$ cat config.mk
export PLATFORM = sky130hd
export DESIGN_NAME = mem_port_arbiter
export DESIGN_NICKNAME = d
export VERILOG_FILES = /design/src/rtl/mem_port_arbiter.sv
export SDC_FILE = /design/constraint.sdc
export NUM_CORES = 1
export LEC_CHECK = 0
export ABC_AREA = 1
export ABC_CLOCK_PERIOD_IN_PS = 1700
export BUFFER_PORTS_ARGS = -buffer_cell sky130_fd_sc_hd__buf_2
export CELL_PAD_IN_SITES_DETAIL_PLACEMENT = 0
export CELL_PAD_IN_SITES_GLOBAL_PLACEMENT = 1
export CORE_AREA = 2 2 121 123
export CTS_BUF_LIST = sky130_fd_sc_hd__clkbuf_4
export CTS_CLUSTER_DIAMETER = 40
export DETAILED_ROUTE_END_ITERATION = 6
export DIE_AREA = 0 0 123 125
export PLACE_DENSITY = 0.78
export RECOVER_POWER = 25
export SKIP_LAST_GASP = 1
export SYNTH_ARGS = -nofsm -noshare
export SYNTH_HDL_FRONTEND = slang
export SYNTH_SLANG_ARGS = --single-unit
$ cat constraint.sdc
create_clock -name clk -period 1.7 [get_ports clk]
set_input_delay 0.255 -clock clk [delete_from_list [all_inputs] [get_ports clk]]
set_output_delay 0.255 -clock clk [all_outputs]
set_load 0.02 [all_outputs]
$ cat src/rtl/mem_port_arbiter.sv
// mem_port_arbiter: shares one single-port memory between the pipeline port
// (absolute, zero-latency priority) and a secondary req/ack requester.
// Tracks read ownership so read data is steered to the right master, and
// raises an informational starvation flag for the secondary port.
// Optional build macro MEMARB_PROTECT_EN: blocks secondary writes below
// PROTECT_TOP (still acked, memory request suppressed, dma_err pulses).
module mem_port_arbiter #(
  parameter int unsigned STARVE_LIMIT = 16,
  parameter logic [31:0] PROTECT_TOP  = 32'h0000_1000
) (
  input  logic        clk,
  input  logic        rstn,
  input  logic        cpu_valid,
  input  logic        cpu_write,
  input  logic [3:0]  cpu_wmask,
  input  logic [31:0] cpu_wdata,
  input  logic [31:0] cpu_addr,
  output logic [31:0] cpu_rdata,
  input  logic        dma_req,
  input  logic        dma_write,
  input  logic [3:0]  dma_wmask,
  input  logic [31:0] dma_wdata,
  input  logic [31:0] dma_addr,
  output logic        dma_ack,
  output logic        dma_rvalid,
  output logic [31:0] dma_rdata,
  output logic        dma_err,
  output logic        dma_starve,
  output logic        mem_valid,
  output logic        mem_write,
  output logic [3:0]  mem_wmask,
  output logic [31:0] mem_wdata,
  output logic [31:0] mem_addr,
  input  logic [31:0] mem_rdata
);

  // Counter must hold STARVE_LIMIT and is never narrower than 5 bits.
  localparam int unsigned CNT_W =
    ($clog2(STARVE_LIMIT + 1) > 32'd5) ? $clog2(STARVE_LIMIT + 1) : 32'd5;
  localparam logic [CNT_W-1:0] LIMIT = CNT_W'(STARVE_LIMIT);

`ifdef MEMARB_PROTECT_EN
  localparam logic PROT_EN = 1'b1;
`else
  localparam logic PROT_EN = 1'b0;
`endif

  typedef enum logic [1:0] {
    OWN_NONE   = 2'b00,
    OWN_CPU_RD = 2'b01,
    OWN_DMA_RD = 2'b10
  } owner_e;

  owner_e           owner_q, owner_d;
  logic [CNT_W-1:0] cnt_q, cnt_d;
  logic             starve_q;
  logic             err_q;
  logic             dma_blocked_s;

  // Combinational grant: pipeline first, secondary only on idle cycles.
  always_comb begin
    mem_valid     = 1'b0;
    mem_write     = cpu_write;
    mem_wmask     = cpu_wmask;
    mem_wdata     = cpu_wdata;
    mem_addr      = cpu_addr;
    dma_ack       = 1'b0;
    dma_blocked_s = 1'b0;
    if (cpu_valid) begin
      mem_valid = 1'b1;
    end else if (dma_req) begin
      dma_ack       = 1'b1;
      mem_write     = dma_write;
      mem_wmask     = dma_wmask;
      mem_wdata     = dma_wdata;
      mem_addr      = dma_addr;
      dma_blocked_s = PROT_EN & dma_write & (dma_addr < PROTECT_TOP);
      mem_valid     = ~dma_blocked_s;
    end else begin
      mem_valid = 1'b0;
    end
  end

  // Owner next state: whichever granted request is a read owns next cycle's data.
  always_comb begin
    owner_d = OWN_NONE;
    if (cpu_valid) begin
      owner_d = cpu_write ? OWN_NONE : OWN_CPU_RD;
    end else if (dma_req) begin
      owner_d = dma_write ? OWN_NONE : OWN_DMA_RD;
    end else begin
      owner_d = OWN_NONE;
    end
  end

  // Owner state register.
  always_ff @(posedge clk or negedge rstn) begin
    if (!rstn) begin
      owner_q <= OWN_NONE;
    end else begin
      owner_q <= owner_d;
    end
  end

  // Output decode of the owner: secondary data strobe.
  always_comb begin
    dma_rvalid = 1'b0;
    case (owner_q)
      OWN_DMA_RD: dma_rvalid = 1'b1;
      default:    dma_rvalid = 1'b0;
    endcase
  end

  // Starvation counter next value: count denied cycles, saturate at the limit.
  always_comb begin
    cnt_d = cnt_q;
    if (!dma_req || dma_ack) begin
      cnt_d = {CNT_W{1'b0}};
    end else if (cnt_q == LIMIT) begin
      cnt_d = LIMIT;
    end else begin
      cnt_d = cnt_q + {{(CNT_W-1){1'b0}}, 1'b1};
    end
  end

  // Counter, starvation flag and blocked-write pulse registers.
  always_ff @(posedge clk or negedge rstn) begin
    if (!rstn) begin
      cnt_q    <= {CNT_W{1'b0}};
      starve_q <= 1'b0;
      err_q    <= 1'b0;
    end else begin
      cnt_q    <= cnt_d;
      starve_q <= (cnt_d == LIMIT);
      err_q    <= dma_blocked_s;
    end
  end

  assign cpu_rdata  = mem_rdata;
  assign dma_rdata  = mem_rdata;
  assign dma_err    = err_q;
  assign dma_starve = starve_q;

endmodule

# Word level (Yosys, flattened, before mapping)
# Index checks and enable logic that the tools add are counted.
[totals]
regBits = 8
latch_bits = 0
ramBits = 0
romBits = 0
input_bits = 174
output_inout_bits = 138
word_cells = 27
mem_count = 0
[op_classes]
n_addsub = 1
multipliers = 0
div = 0
magnitude_cmp = 0
n_eq_ne = 3
shift = 0
n_mux = 18
bitwise_logic = 0
reduce_logical = 2
[op_table]
columns = ["operator", "count"]
rows = [
  ["two-way mux 32 bit", 4],
  ["equality test 5 bit (second input constant)", 2],
  ["two-way mux 5 bit", 2],
  ["two-way mux 4 bit", 2],
  ["two-way mux 1 bit", 7],
  ["two-way mux 2 bit", 3],
  ["adder 5 x 1 -> 5 bit (second input constant)", 1],
  ["equality test 2 bit (second input constant)", 1],
  ["zero test 1 bit", 1],
  ["logical OR 1 bit", 1],
]

# Logic depth before layout (Yosys ltp)
[logic_depth]
ltp_word = 5
ltp_mapped = 8
ltp_nobuf = 8

# Worst setup path after synthesis
# No wires, ideal clock.
[synth_path]
kind = "input port to output port"
from = "input port dma_req"
to = "output port mem_addr[22]"
t_arrival_ps = 1089
t_required_ps = 1445
path_slack_ps = 356
cell_stages = 5
path_buffers = 1
path_cell_list = "inv_2 nor2_4 buf_1 nand2_1 nand2_1"
[synth_via]
elab_chain_len = 2
[synth_lines]
columns = ["item", "line", "rtl"]
rows = [
  ["start, declared", "19", "input logic dma_req,"],
  ["two-way mux 32 bit", "71", "end else if (dma_req) begin"],
  ["two-way mux 32 bit", "69", "if (cpu_valid) begin"],
  ["end, declared", "33", "output logic [31:0] mem_addr,"],
]
# Every way passes these cells.

# Worst setup path after layout
[layout_path]
from = "input port cpu_valid"
to = "output port mem_addr[20]"
[layout_via]
elab_chain_len = 1
[layout_lines]
columns = ["item", "line", "rtl"]
rows = [
  ["start, declared", "13", "input logic cpu_valid,"],
  ["two-way mux 32 bit", "69", ""],
]
# Every way passes these cells.

==> run_results.csv <==
group,metric,value,unit
run_status,run_status,"completed",
place,dpl.hpwl,5345,um
critical_path,critPathMaxFanout,23,
place,post-place-ws,0.2250,ns
drt,final_antenna_net_count,0,
global_routing,track_usage,0.07571,
timing,report.final.slew_viol_count,0,
synth,syn_inst,337,
layout,mostFrequentLayoutCells,"nand2_1, buf_2, inv_1",
power,powerDensity,397.3,mW/mm^2
place,portBuffers,214,
layout,syn_to_final_growth,47.49,%
timing,setup_tns,0,ns
synth,yosysTopAreaCell,"nand2_1",
drt,top_layer_used,"met4",
clock_tree,clock-sinks,8,
clock_tree,numCtsBuffers,3,
critical_path,slowest_delay,0.28,ns
die,start_util,0.1228,
timing,setup_viol,0,
drt,dr.pass1.iters,4,
critical_path,startpoint_type,"input port",
clock_tree,postCtsSetupBuffers,0,
critical_path,arrival,1.24,ns
synth,ys_seq_elements,8,
critical_path,required,1.44,ns
timing,period_share,0.8775,
clock_tree,path_clk_slew,0.04,ns
die,die-area,0.01538,mm^2
die,ioPinCount,312,
clock_tree,h-tree-depth,1,
layout,final_cell_area,0.002572,mm^2
global_routing,antenna_found_initial,0,
synth,ys_warn_count,0,
global_routing,grt_max_degree,45,
layout,nNetsFinal,658,
power,finalPower,1.022,mW
synth,netlist_area,0.001744,mm^2
critical_path,setup.worst_path.class,"input port to primary output",
place,gp_congestion,0.7038,
layout,post-route-util,0.1811,
clock_tree,clkLatencyLatePin,0.25,ns
worst_hold_path,hp-class,"input port to flip-flop",
critical_path,slowest_stage,"buf_4",
global_routing,first_global_vias,2124,
drt,drc,0,
drt,drt-initial-drc-count,61,
place,dp_cells,660,
layout,final_cells,664,
synth,ys_top_cells_by_area,"nand2_1, buf_4, dfrtp_1, inv_1, buf_2",
timing,hold_viol_final,0,
synth,synthesis.nets,513,
layout,fillers,1680,
layout,antenna-diode-count,0,
clock_tree,root_buffer,"clkbuf_4",
timing,worst_slack,0.2082,ns
drt,wl_met2,2875,um
die,die_w,123,um
layout,drive_gt1_frac,0.4646,
clock_tree,ctsResizeCount,0,
drt,wl_met1,2513,um
clock_tree,cts.path.max_buffers,2,
synth,yosysUniqueCellTypes,17,
drt,wirelength,6350,um
die,row_count,44,
timing,fin_worst_skew,0.006696,ns
global_routing,grt_pass1_wl,9673,um
critical_path,crit_top_cell,"nand2_1",
global_routing,grt_overflow_total,0,
critical_path,path_cells,"clkbuf_1 > nor2_4 > inv_2 > buf_4 > nand2_1 > nand2_1 > buf_2",
power,p_leak,1.756,nW
drt,wl_per_cell,9.563,um
drt,vias,2333,
critical_path,worstSetupEndpointType,"primary output",
timing,whs,0.1829,ns
timing,rsz0062_at_grt,"false",
synth,ys_seq_area_frac,0.1148,
synth,synth_top_area_frac,0.4584,
drt,met3WireLength,802,um
timing,timing.final.crit_period,1.492,ns
timing,clock.fmax,0.6703,GHz
power,irDropWorstVdd,151.3,uV
drt,via_per_inst,3.514,
clock_tree,cts_tree,"done",
place,placement.cell_area,0.002541,mm^2
die,dieHeight,125,um
die,coreArea,0.01420,mm^2
flow_run,maxCapViolations,0,
synth,avgSynthCellArea,5.176,um^2
[report_power, final]
part | switching (mW) | internal [mW] | total [mW]
clock network | 0.0549 | 0.0801 | 0.135
logic | 0.409 | 0.279 | 0.689
registers | 0.00328 | 0.195 | 0.198
total | 0.468 | 0.554 | 1.02
[layer usage]
layer  vias up  global-route usage
li1       1214                   -
met1       921             0.08902
met2       174              0.1297
met3        24             0.02600
met4         0             0.02072
met5         -                   0
[sequential cells by signal (all words and copies together), names as in the netlist]
signal,flops
dma_starve,1
owner_q,2
cnt_q,5
[logic make-up (layout without fill, tap and decap cells)]
| logic type | Yosys count | after routing | share of synthesized area |
|---|---|---|---|
| flops | 8 | 8 | 0.1148 |
| fa+ha+maj | 2 | 2 | 0.01434 |
| other cells | 1 | 1 | 0.002150 |
| compound gates | 3 | 3 | 0.01291 |
| simple gates | 229 | 229 | 0.5029 |
| buf+inv | 94 | 237 | 0.3529 |
[cells in the mapped netlist (all sizes together)]
cell type  number
nand2         213
ha              2
inv            15
nor2            9
dfrtp           8
nand3           5
nand4           1
buf            77
o211ai          1
nor3            1
o21bai          2
conb            1
clkbuf          2
[path summary, 6_finish.rpt]
kind,slack [ns],endpoint,cells past startpoint,start
min in group asynchronous,0.37,dma_starve$_DFF_PN0_,2,rstn
worst min register to register,0.53,cnt_q[0]$_DFF_PN0_,1,cnt_q[0]$_DFF_PN0_
worst max register to register,0.48,dma_starve$_DFF_PN0_,5,cnt_q[0]$_DFF_PN0_
worst min-delay path,0.18,owner_q[0]$_DFF_PN0_,2,cpu_write
worst max-delay path,0.21,mem_addr[20],7,cpu_valid
max in group asynchronous,1.17,owner_q[0]$_DFF_PN0_,2,rstn
[what timing repair did]
action / 4_1_cts / 5_1_grt
hold buffers: 1 / 0
endpoints found under the setup margin: 0 / 0
endpoints found under the hold margin: 8 / 0
[critical path: cells and delay by family]
kind          cells  cell delay [ns]
simple gates      3             0.25
buf+inv           4             0.71
[area by class of cell]
class	instances	area [um^2]	area share
Sequential cell	8	200.2	0.07782
Tap cell	184	230.2	0.08949
Multi-Input combinational cell	235	928.4	0.3609
Clock buffer	3	22.52	0.008755
Inverter	15	56.30	0.02189
Timing Repair Buffer	219	1135	0.4411
No activity file was read; power rests on OpenSTA's default activity.
